==> src/rtl/riscv_pkg.sv <==
// Shared RISC-V datapath encodings for the load/store and write-back stage.
// Contents: write-back source select, memory-op codes, funct3 access sizes,
// LSU FSM state type, and store lane helpers (byte enables, lane replication).
package riscv_pkg;

  localparam int unsigned XLEN = 32;

  // Write-back source select (value 3 is reserved and behaves as ALU)
  localparam logic [1:0] WB_ALU = 2'd0;
  localparam logic [1:0] WB_MEM = 2'd1;
  localparam logic [1:0] WB_PC4 = 2'd2;

  // Memory operation (value 3 is unused and behaves as none)
  localparam logic [1:0] MEM_NONE  = 2'd0;
  localparam logic [1:0] MEM_LOAD  = 2'd1;
  localparam logic [1:0] MEM_STORE = 2'd2;

  // funct3 access size / sign
  localparam logic [2:0] F3_B  = 3'b000;
  localparam logic [2:0] F3_H  = 3'b001;
  localparam logic [2:0] F3_W  = 3'b010;
  localparam logic [2:0] F3_BU = 3'b100;
  localparam logic [2:0] F3_HU = 3'b101;

  typedef enum logic [1:0] {
    ST_IDLE = 2'd0,
    ST_REQ  = 2'd1,
    ST_RESP = 2'd2,
    ST_WB   = 2'd3
  } lsu_state_e;

  typedef enum logic [1:0] {
    SZ_B = 2'd0,
    SZ_H = 2'd1,
    SZ_W = 2'd2
  } acc_size_e;

  // Unrecognised funct3 values fall back to a full word
  function automatic acc_size_e size_of(input logic [2:0] funct3);
    case (funct3)
      F3_B, F3_BU: size_of = SZ_B;
      F3_H, F3_HU: size_of = SZ_H;
      default:     size_of = SZ_W;
    endcase
  endfunction

  function automatic logic [3:0] store_be(input logic [2:0] funct3, input logic [1:0] addr_lo);
    case (size_of(funct3))
      SZ_B:    store_be = 4'(4'b0001 << addr_lo);
      SZ_H:    store_be = addr_lo[1] ? 4'b1100 : 4'b0011;
      default: store_be = 4'b1111;
    endcase
  endfunction

  // Replicate the stored byte/halfword across every lane it could land in
  function automatic logic [XLEN-1:0] store_lanes(input logic [2:0] funct3, input logic [XLEN-1:0] data);
    case (size_of(funct3))
      SZ_B:    store_lanes = {4{data[7:0]}};
      SZ_H:    store_lanes = {2{data[15:0]}};
      default: store_lanes = data;
    endcase
  endfunction

  function automatic logic [XLEN-1:0] wb_mux(input logic [1:0] sel, input logic [XLEN-1:0] alu,
                                             input logic [XLEN-1:0] ld, input logic [XLEN-1:0] pc4);
    case (sel)
      WB_MEM:  wb_mux = ld;
      WB_PC4:  wb_mux = pc4;
      default: wb_mux = alu;
    endcase
  endfunction

endpackage

==> src/rtl/load_align.sv <==
// Load data aligner: picks the byte/halfword lane addressed by addr_lo out of
// the returned memory word and sign- or zero-extends it per funct3.
// Ports: rdata (memory word), addr_lo (byte offset), funct3, load_data_c (result).
module load_align
  import riscv_pkg::*;
(
  input  logic [XLEN-1:0] rdata,
  input  logic [1:0]      addr_lo,
  input  logic [2:0]      funct3,
  output logic [XLEN-1:0] load_data_c
);

  logic [7:0]  byte_c;
  logic [15:0] half_c;
  logic        unsigned_c;

  always_comb begin
    byte_c      = rdata[7:0];
    half_c      = addr_lo[1] ? rdata[31:16] : rdata[15:0];
    unsigned_c  = funct3[2];
    load_data_c = rdata;
    case (addr_lo)
      2'd1:    byte_c = rdata[15:8];
      2'd2:    byte_c = rdata[23:16];
      2'd3:    byte_c = rdata[31:24];
      default: byte_c = rdata[7:0];
    endcase
    case (size_of(funct3))
      SZ_B:    load_data_c = unsigned_c ? {24'h0, byte_c} : {{24{byte_c[7]}}, byte_c};
      SZ_H:    load_data_c = unsigned_c ? {16'h0, half_c} : {{16{half_c[15]}}, half_c};
      default: load_data_c = rdata;
    endcase
  end

endmodule

==> src/rtl/lsu_wb_stage.sv <==
// Load/store + write-back stage. Accepts one executed instruction, performs the
// data-memory access over req/gnt/rvalid, and drives the register-file write port.
// Ports: clk/rst (async active-high); ex_* handshake and instruction fields;
// mem_* request/response channel; w_en/rd_add/w_data register-file write;
// misalign_err pulse. Optional build macro LSU_MISALIGN_TRAP_EN traps misaligned
// H/W accesses instead of issuing them to memory.
module lsu_wb_stage
  import riscv_pkg::*;
#(
  parameter int unsigned ADDR_W = 32
) (
  input  logic              clk,
  input  logic              rst,
  input  logic              ex_valid,
  output logic              ex_ready,
  input  logic [XLEN-1:0]   ex_alu_result,
  input  logic [XLEN-1:0]   ex_store_data,
  input  logic [XLEN-1:0]   ex_pc4,
  input  logic [4:0]        ex_rd_add,
  input  logic              ex_reg_write,
  input  logic [1:0]        ex_wb_sel,
  input  logic [1:0]        ex_mem_op,
  input  logic [2:0]        ex_funct3,
  output logic              mem_req,
  output logic              mem_we,
  output logic [ADDR_W-1:0] mem_addr,
  output logic [3:0]        mem_be,
  output logic [XLEN-1:0]   mem_wdata,
  input  logic              mem_gnt,
  input  logic              mem_rvalid,
  input  logic [XLEN-1:0]   mem_rdata,
  output logic              w_en,
  output logic [4:0]        rd_add,
  output logic [XLEN-1:0]   w_data,
  output logic              misalign_err
);

  lsu_state_e        state_q, state_d;
  logic              ex_ready_q, ex_ready_d;
  logic              mem_req_q, mem_req_d, mem_we_q, mem_we_d;
  logic [ADDR_W-1:0] mem_addr_q, mem_addr_d;
  logic [3:0]        mem_be_q, mem_be_d;
  logic [XLEN-1:0]   mem_wdata_q, mem_wdata_d;
  logic              w_en_q, w_en_d, misalign_q, misalign_d;
  logic [4:0]        rd_add_q, rd_add_d;
  logic [XLEN-1:0]   w_data_q, w_data_d;

  // Instruction fields held across the memory access
  logic [XLEN-1:0]   alu_q, alu_d, pc4_q, pc4_d;
  logic [4:0]        rd_q, rd_d;
  logic              reg_write_q, reg_write_d;
  logic [1:0]        wb_sel_q, wb_sel_d;
  logic [2:0]        funct3_q, funct3_d;

  logic              is_mem_c, misaligned_c;
  logic [XLEN-1:0]   load_data_c;

  load_align u_load_align (
    .rdata       (mem_rdata),
    .addr_lo     (alu_q[1:0]),
    .funct3      (funct3_q),
    .load_data_c (load_data_c)
  );

  // Misalignment of the incoming access
  always_comb begin
    misaligned_c = 1'b0;
`ifdef LSU_MISALIGN_TRAP_EN
    case (size_of(ex_funct3))
      SZ_H:    misaligned_c = ex_alu_result[0];
      SZ_W:    misaligned_c = |ex_alu_result[1:0];
      default: misaligned_c = 1'b0;
    endcase
`endif
  end

  assign is_mem_c = (ex_mem_op == MEM_LOAD) || (ex_mem_op == MEM_STORE);

  // Next state and next registered outputs
  always_comb begin
    state_d     = state_q;
    mem_req_d   = 1'b0;
    mem_we_d    = 1'b0;
    mem_addr_d  = mem_addr_q;
    mem_be_d    = mem_be_q;
    mem_wdata_d = mem_wdata_q;
    w_en_d      = 1'b0;
    misalign_d  = 1'b0;
    rd_add_d    = rd_add_q;
    w_data_d    = w_data_q;
    alu_d       = alu_q;
    pc4_d       = pc4_q;
    rd_d        = rd_q;
    reg_write_d = reg_write_q;
    wb_sel_d    = wb_sel_q;
    funct3_d    = funct3_q;

    case (state_q)
      ST_IDLE, ST_WB: begin
        if (ex_valid && ex_ready_q) begin
          alu_d       = ex_alu_result;
          pc4_d       = ex_pc4;
          rd_d        = ex_rd_add;
          reg_write_d = ex_reg_write;
          wb_sel_d    = ex_wb_sel;
          funct3_d    = ex_funct3;
          if (is_mem_c && !misaligned_c) begin
            state_d     = ST_REQ;
            mem_req_d   = 1'b1;
            mem_we_d    = (ex_mem_op == MEM_STORE);
            mem_addr_d  = ADDR_W'({ex_alu_result[XLEN-1:2], 2'b00});
            mem_be_d    = store_be(ex_funct3, ex_alu_result[1:0]);
            mem_wdata_d = store_lanes(ex_funct3, ex_store_data);
          end else begin
            // Non-memory op, or a trapped misaligned access with its write squashed
            state_d    = ST_WB;
            w_en_d     = ex_reg_write && (ex_rd_add != 5'd0) && !misaligned_c;
            misalign_d = misaligned_c;
            rd_add_d   = ex_rd_add;
            w_data_d   = wb_mux(ex_wb_sel, ex_alu_result, XLEN'(0), ex_pc4);
          end
        end else begin
          state_d = ST_IDLE;
        end
      end
      ST_REQ: begin
        if (mem_gnt) begin
          state_d = ST_RESP;
        end else begin
          mem_req_d = 1'b1;
          mem_we_d  = mem_we_q;
        end
      end
      ST_RESP: begin
        if (mem_rvalid) begin
          state_d  = ST_WB;
          w_en_d   = reg_write_q && (rd_q != 5'd0);
          rd_add_d = rd_q;
          w_data_d = wb_mux(wb_sel_q, alu_q, load_data_c, pc4_q);
        end
      end
      default: state_d = ST_IDLE;
    endcase

    ex_ready_d = (state_d == ST_IDLE) || (state_d == ST_WB);
  end

  always_ff @(posedge clk or posedge rst) begin
    if (rst) begin
      state_q     <= ST_IDLE;
      ex_ready_q  <= 1'b1;
      mem_req_q   <= 1'b0;
      mem_we_q    <= 1'b0;
      mem_addr_q  <= '0;
      mem_be_q    <= 4'h0;
      mem_wdata_q <= '0;
      w_en_q      <= 1'b0;
      misalign_q  <= 1'b0;
      rd_add_q    <= 5'd0;
      w_data_q    <= '0;
      alu_q       <= '0;
      pc4_q       <= '0;
      rd_q        <= 5'd0;
      reg_write_q <= 1'b0;
      wb_sel_q    <= WB_ALU;
      funct3_q    <= F3_W;
    end else begin
      state_q     <= state_d;
      ex_ready_q  <= ex_ready_d;
      mem_req_q   <= mem_req_d;
      mem_we_q    <= mem_we_d;
      mem_addr_q  <= mem_addr_d;
      mem_be_q    <= mem_be_d;
      mem_wdata_q <= mem_wdata_d;
      w_en_q      <= w_en_d;
      misalign_q  <= misalign_d;
      rd_add_q    <= rd_add_d;
      w_data_q    <= w_data_d;
      alu_q       <= alu_d;
      pc4_q       <= pc4_d;
      rd_q        <= rd_d;
      reg_write_q <= reg_write_d;
      wb_sel_q    <= wb_sel_d;
      funct3_q    <= funct3_d;
    end
  end

  assign ex_ready     = ex_ready_q;
  assign mem_req      = mem_req_q;
  assign mem_we       = mem_we_q;
  assign mem_addr     = mem_addr_q;
  assign mem_be       = mem_be_q;
  assign mem_wdata    = mem_wdata_q;
  assign w_en         = w_en_q;
  assign rd_add       = rd_add_q;
  assign w_data       = w_data_q;
  assign misalign_err = misalign_q;

endmodule

==> config.mk <==
export PLATFORM = sky130hd
export DESIGN_NAME = lsu_wb_stage
export DESIGN_NICKNAME = d
export VERILOG_FILES = /design/src/rtl/riscv_pkg.sv /design/src/rtl/load_align.sv /design/src/rtl/lsu_wb_stage.sv
export SDC_FILE = /design/constraint.sdc
export NUM_CORES = 1
export LEC_CHECK = 0
export ABC_CLOCK_PERIOD_IN_PS = 8900
export BUFFER_PORTS_ARGS = -buffer_cell sky130_fd_sc_hd__buf_2
export CELL_PAD_IN_SITES_DETAIL_PLACEMENT = 2
export CELL_PAD_IN_SITES_GLOBAL_PLACEMENT = 2
export CORE_MARGIN = 5
export CORE_UTILIZATION = 32
export CTS_BUF_LIST = sky130_fd_sc_hd__clkbuf_2
export CTS_CLUSTER_DIAMETER = 30
export DETAILED_ROUTE_END_ITERATION = 7
export GPL_ROUTABILITY_DRIVEN = 1
export GPL_TIMING_DRIVEN = 0
export PLACE_DENSITY_LB_ADDON = 0.1
export SYNTH_ARGS = -nofsm -noshare
export SYNTH_HDL_FRONTEND = slang
export SYNTH_SLANG_ARGS = --single-unit
==> constraint.sdc <==
create_clock -name clk -period 8.9 [get_ports clk]
set_input_delay 1.78 -clock clk [delete_from_list [all_inputs] [get_ports clk]]
set_output_delay 1.78 -clock clk [all_outputs]
set_load 0.01 [all_outputs]
==> flow_summary.ini <==
[critical_path]
cp_slowest_cell = sky130_fd_sc_hd__dfstp_2
endpoint_kind = primary output
critical_path.startpoint_type = flop
critical_path.cell_chain = buf_2
worst-setup-path-type = reg -> out
critical_path_peak_fanout = 4
cp_top_family = flip-flops
crit_arrival_ns = 1.58
critPathMaxStageDelay_ns = 0.63
cp_data_required_time_ns = 7.12
buffers_inverters_on_critical_path = 1

[timing]
setup_viol = 0
timing.final.hold_violations = 0
setup_repair_after_global_routing_missed_its_margin = false
finClkSkew_ns = 0.0507
layout_setup_ws_ns = 5.54
relSlewSlack = 0.439
finalMaxSlewViolations = 0
layout_min_cycle_time_ns = 3.36
layout_worst_path_cycle_share = 0.378
max_freq_mhz = 297
worstMarginPinSlew_ns = 0.842

[cts]
tritoncts_num_sinks = 184
cts_post_setup_buffers_inserted = 0
cts-buffers-inserted = 17
ctsHtreeMaxLevel = 4
resized_after_cts = 0
worst_skew_pair.late_latency_ns = 0.86
max-clock-path-buffers = 2
cts_tree = yes
cts_hold_repair.buffers = 0
clkSlewWorstSetupHoldPaths_ns = 0.27
clock_tree_root_driver_cell = sky130_fd_sc_hd__clkbuf_2

[floorplan]
coreArea_sq_um = 29600
fp-row-count = 63
floorplan.die.height_um = 183
floorplan.die_area_sq_um = 33500
die_width_um = 183
top_level_ports = 256
floorplan.initialDensity = 0.324

[logic_synthesis]
postSynth.asyncResetShare = 1.00
post_synth_xor_area_fraction = 0.000916
synth_sequential_area_ratio = 0.482
yosys.area_share.simple = 0.186
mux_cell_area_share_after_synthesis = 0.0916
syn_avg_cell_area_sq_um = 9.06
synth_fa_ha_area_frac = 0.00785
post_synth_inst_count = 1056
number_of_synthesized_register_bits = 184
synth_edf_count = 0
synth_top_family_by_area = simple AND/OR/NAND/NOR gates
synth-compound-area-share = 0.178
synthesis.yosys.warnings = 0
synth_area_sq_um = 9570
ys.flop_type = sky130_fd_sc_hd__dfrtp_1
synth_cell_types = 56

[place]
gp_congestion = 0.891
port-buffer-count = 251
dpl.hpwl_mm = 31.3
pre_cts_ws_ns = 4.76
placed_cells = 1700

[final_layout]
layout.cells.most_common = sky130_fd_sc_hd__nand2_1
num-fill-cells = 3438
synth_to_final_area_change_pct = 21.2
drive_gt1_frac = 0.288
nNetsFinal = 1481
ff_latch_area_sq_um = 4610
mostFrequentLayoutCells = sky130_fd_sc_hd__nand2_1 (324), sky130_fd_sc_hd__buf_2 (269), sky130_fd_sc_hd__dfrtp_1 (182)
final_cell_count_no_fill = 1734
multi_input_gate_area_in_the_final_layout_sq_um = 4450

[drt]
total_via_count_after_detailed_routing = 9142
drt-pass1-iter-count = 4
detail_route.wl_per_cell_um = 23.8
antenna_violation_net_count_after_detailed_routing = 0
first_iter_violations = 336
post_drt_via_cell_ratio = 5.27
detail_route.wirelength_mm = 41.3
drc = 0

[power]
power_frac_seq = 0.357
net-switching-power_mw = 1.96
power_density_nw_per_um2 = 350
irDropWorstVdd_mv = 0.121
power_frac_clock = 0.115
power_report.internal_total_mw = 2.10
combPwrFrac = 0.529
leakage_power_summed_over_all_cells_nw = 5.59
power.share.switching = 0.483

[global_routing]
grt_max_degree = 106
gr-total-overflow = 0
grt_util_all_layers = 0.248
grt_first_pass_wirelength_mm = 63.3
number_of_antenna_violations_at_the_first_check_in_global_routing = 4
via_count_of_the_first_global_routing_pass = 10300

[flow_run]
drv_cap = 0

[hold_path]
timing.hold.worst.class = reg -> reg

[outcome]
status = finished, final reports clean
## sequential cells by signal, indices dropped and copies added (netlist names)
signal       cells
ex_ready         1
mem_wdata       32
wb_sel_q         2
alu_q           32
funct3_q         3
mem_be           4
mem_we           1
mem_addr        30
pc4_q           32
rd_add           5
mem_req          1
reg_write_q      1
state_q          2
rd_q             5
w_en             1
w_data          32
## Yosys cell counts (13+ instances only)
master                       n  area, sq um
sky130_fd_sc_hd__a21oi_1    37          185
sky130_fd_sc_hd__clkbuf_1   47          176
sky130_fd_sc_hd__buf_2      18         90.1
sky130_fd_sc_hd__mux2i_1    36          360
sky130_fd_sc_hd__a211oi_1   17          128
sky130_fd_sc_hd__a221oi_2   16          240
sky130_fd_sc_hd__nand2_1   324         1220
sky130_fd_sc_hd__mux2_2     26          293
sky130_fd_sc_hd__o22ai_1    24          150
sky130_fd_sc_hd__o21ai_0   108          541
sky130_fd_sc_hd__dfrtp_1   182         4550
sky130_fd_sc_hd__nor2_1     45          169
sky130_fd_sc_hd__nand3b_1   26          195
sky130_fd_sc_hd__o21ai_1    18         90.1
sky130_fd_sc_hd__inv_1      27          101
sky130_fd_sc_hd__mux2_4     13          195
## kinds of logic (layout without fill, tap and decap cells)
family          count (synthesis)  after routing
compound gates                256            256
other cells                     1              5
flops                         184            184
fa+ha+maj                       6              6
xor+xnor                        1              1
mux                            77             77
buf+inv                       109            393
simple gates                  422            422
## final timing paths
kind,from,endpoint,slack [ns],cells after the start
max,ex_ready,ex_ready,5.54,1
min,pc4_q[16],pc4_q[16],0.52,2
max reg2reg,state_q[0],w_data[25],6.59,9
min reg2reg,pc4_q[16],pc4_q[16],0.52,2
max in group asynchronous,rst,mem_addr[12],6.91,3
min in group asynchronous,rst,pc4_q[27],0.93,2
## power groups by stage
| stage | clock, mW | sequential, mW | combinational [mW] |
|---|---|---|---|
| 2_1_floorplan | 0 | 1.52 | 1.20 |
| 3_3_place_gp | 0 | 1.45 | 2.08 |
| 3_5_place_dp | 0 | 1.47 | 2.16 |
| 4_1_cts | 0.482 | 1.45 | 2.17 |
| 5_1_grt | 0.516 | 1.50 | 2.35 |
| 6_report | 0.466 | 1.45 | 2.15 |
## final cells by class
type | instances | area share
Sequential cell | 184 | 0.397
Multi-Input combinational cell | 765 | 0.384
Timing Repair Buffer | 252 | 0.111
Tap cell | 390 | 0.0421
Buffer | 82 | 0.0356
Clock inverter | 15 | 0.0134
Inverter | 27 | 0.00939
Clock buffer | 17 | 0.00734
Antenna cell | 2 | 0.000432
## metal layers
metal | share of wire | global-route usage | vias to the layer above
li1 | - | - | 4161
met1 | 0.43 | 0.316 | 4684
met2 | 0.49 | 0.429 | 249
met3 | 0.056 | 0.0553 | 42
met4 | 0.019 | 0.0620 | 6
met5 | 0.0011 | 0 | -
## metrics by stage
| step | hold WS [ns] | TNS (ns) | instance area, sq um | util | power (mW) |
|---|---|---|---|---|---|
| CTS | 0.518 | 0 | 11600 | 0.392 | 4.11 |
| global route | 0.542 | 0 | 11600 | 0.392 | 4.37 |
| floorplan | 0.441 | 0 | 9570 | - | 2.72 |
| global placement | 0.455 | -122.26 | 11300 | 0.383 | 3.53 |
| finish | 0.517 | 0 | 11600 | 0.392 | 4.06 |
| detailed placement | 0.466 | 0 | 11400 | 0.384 | 3.63 |
No activity file was read; power rests on OpenSTA's default activity.
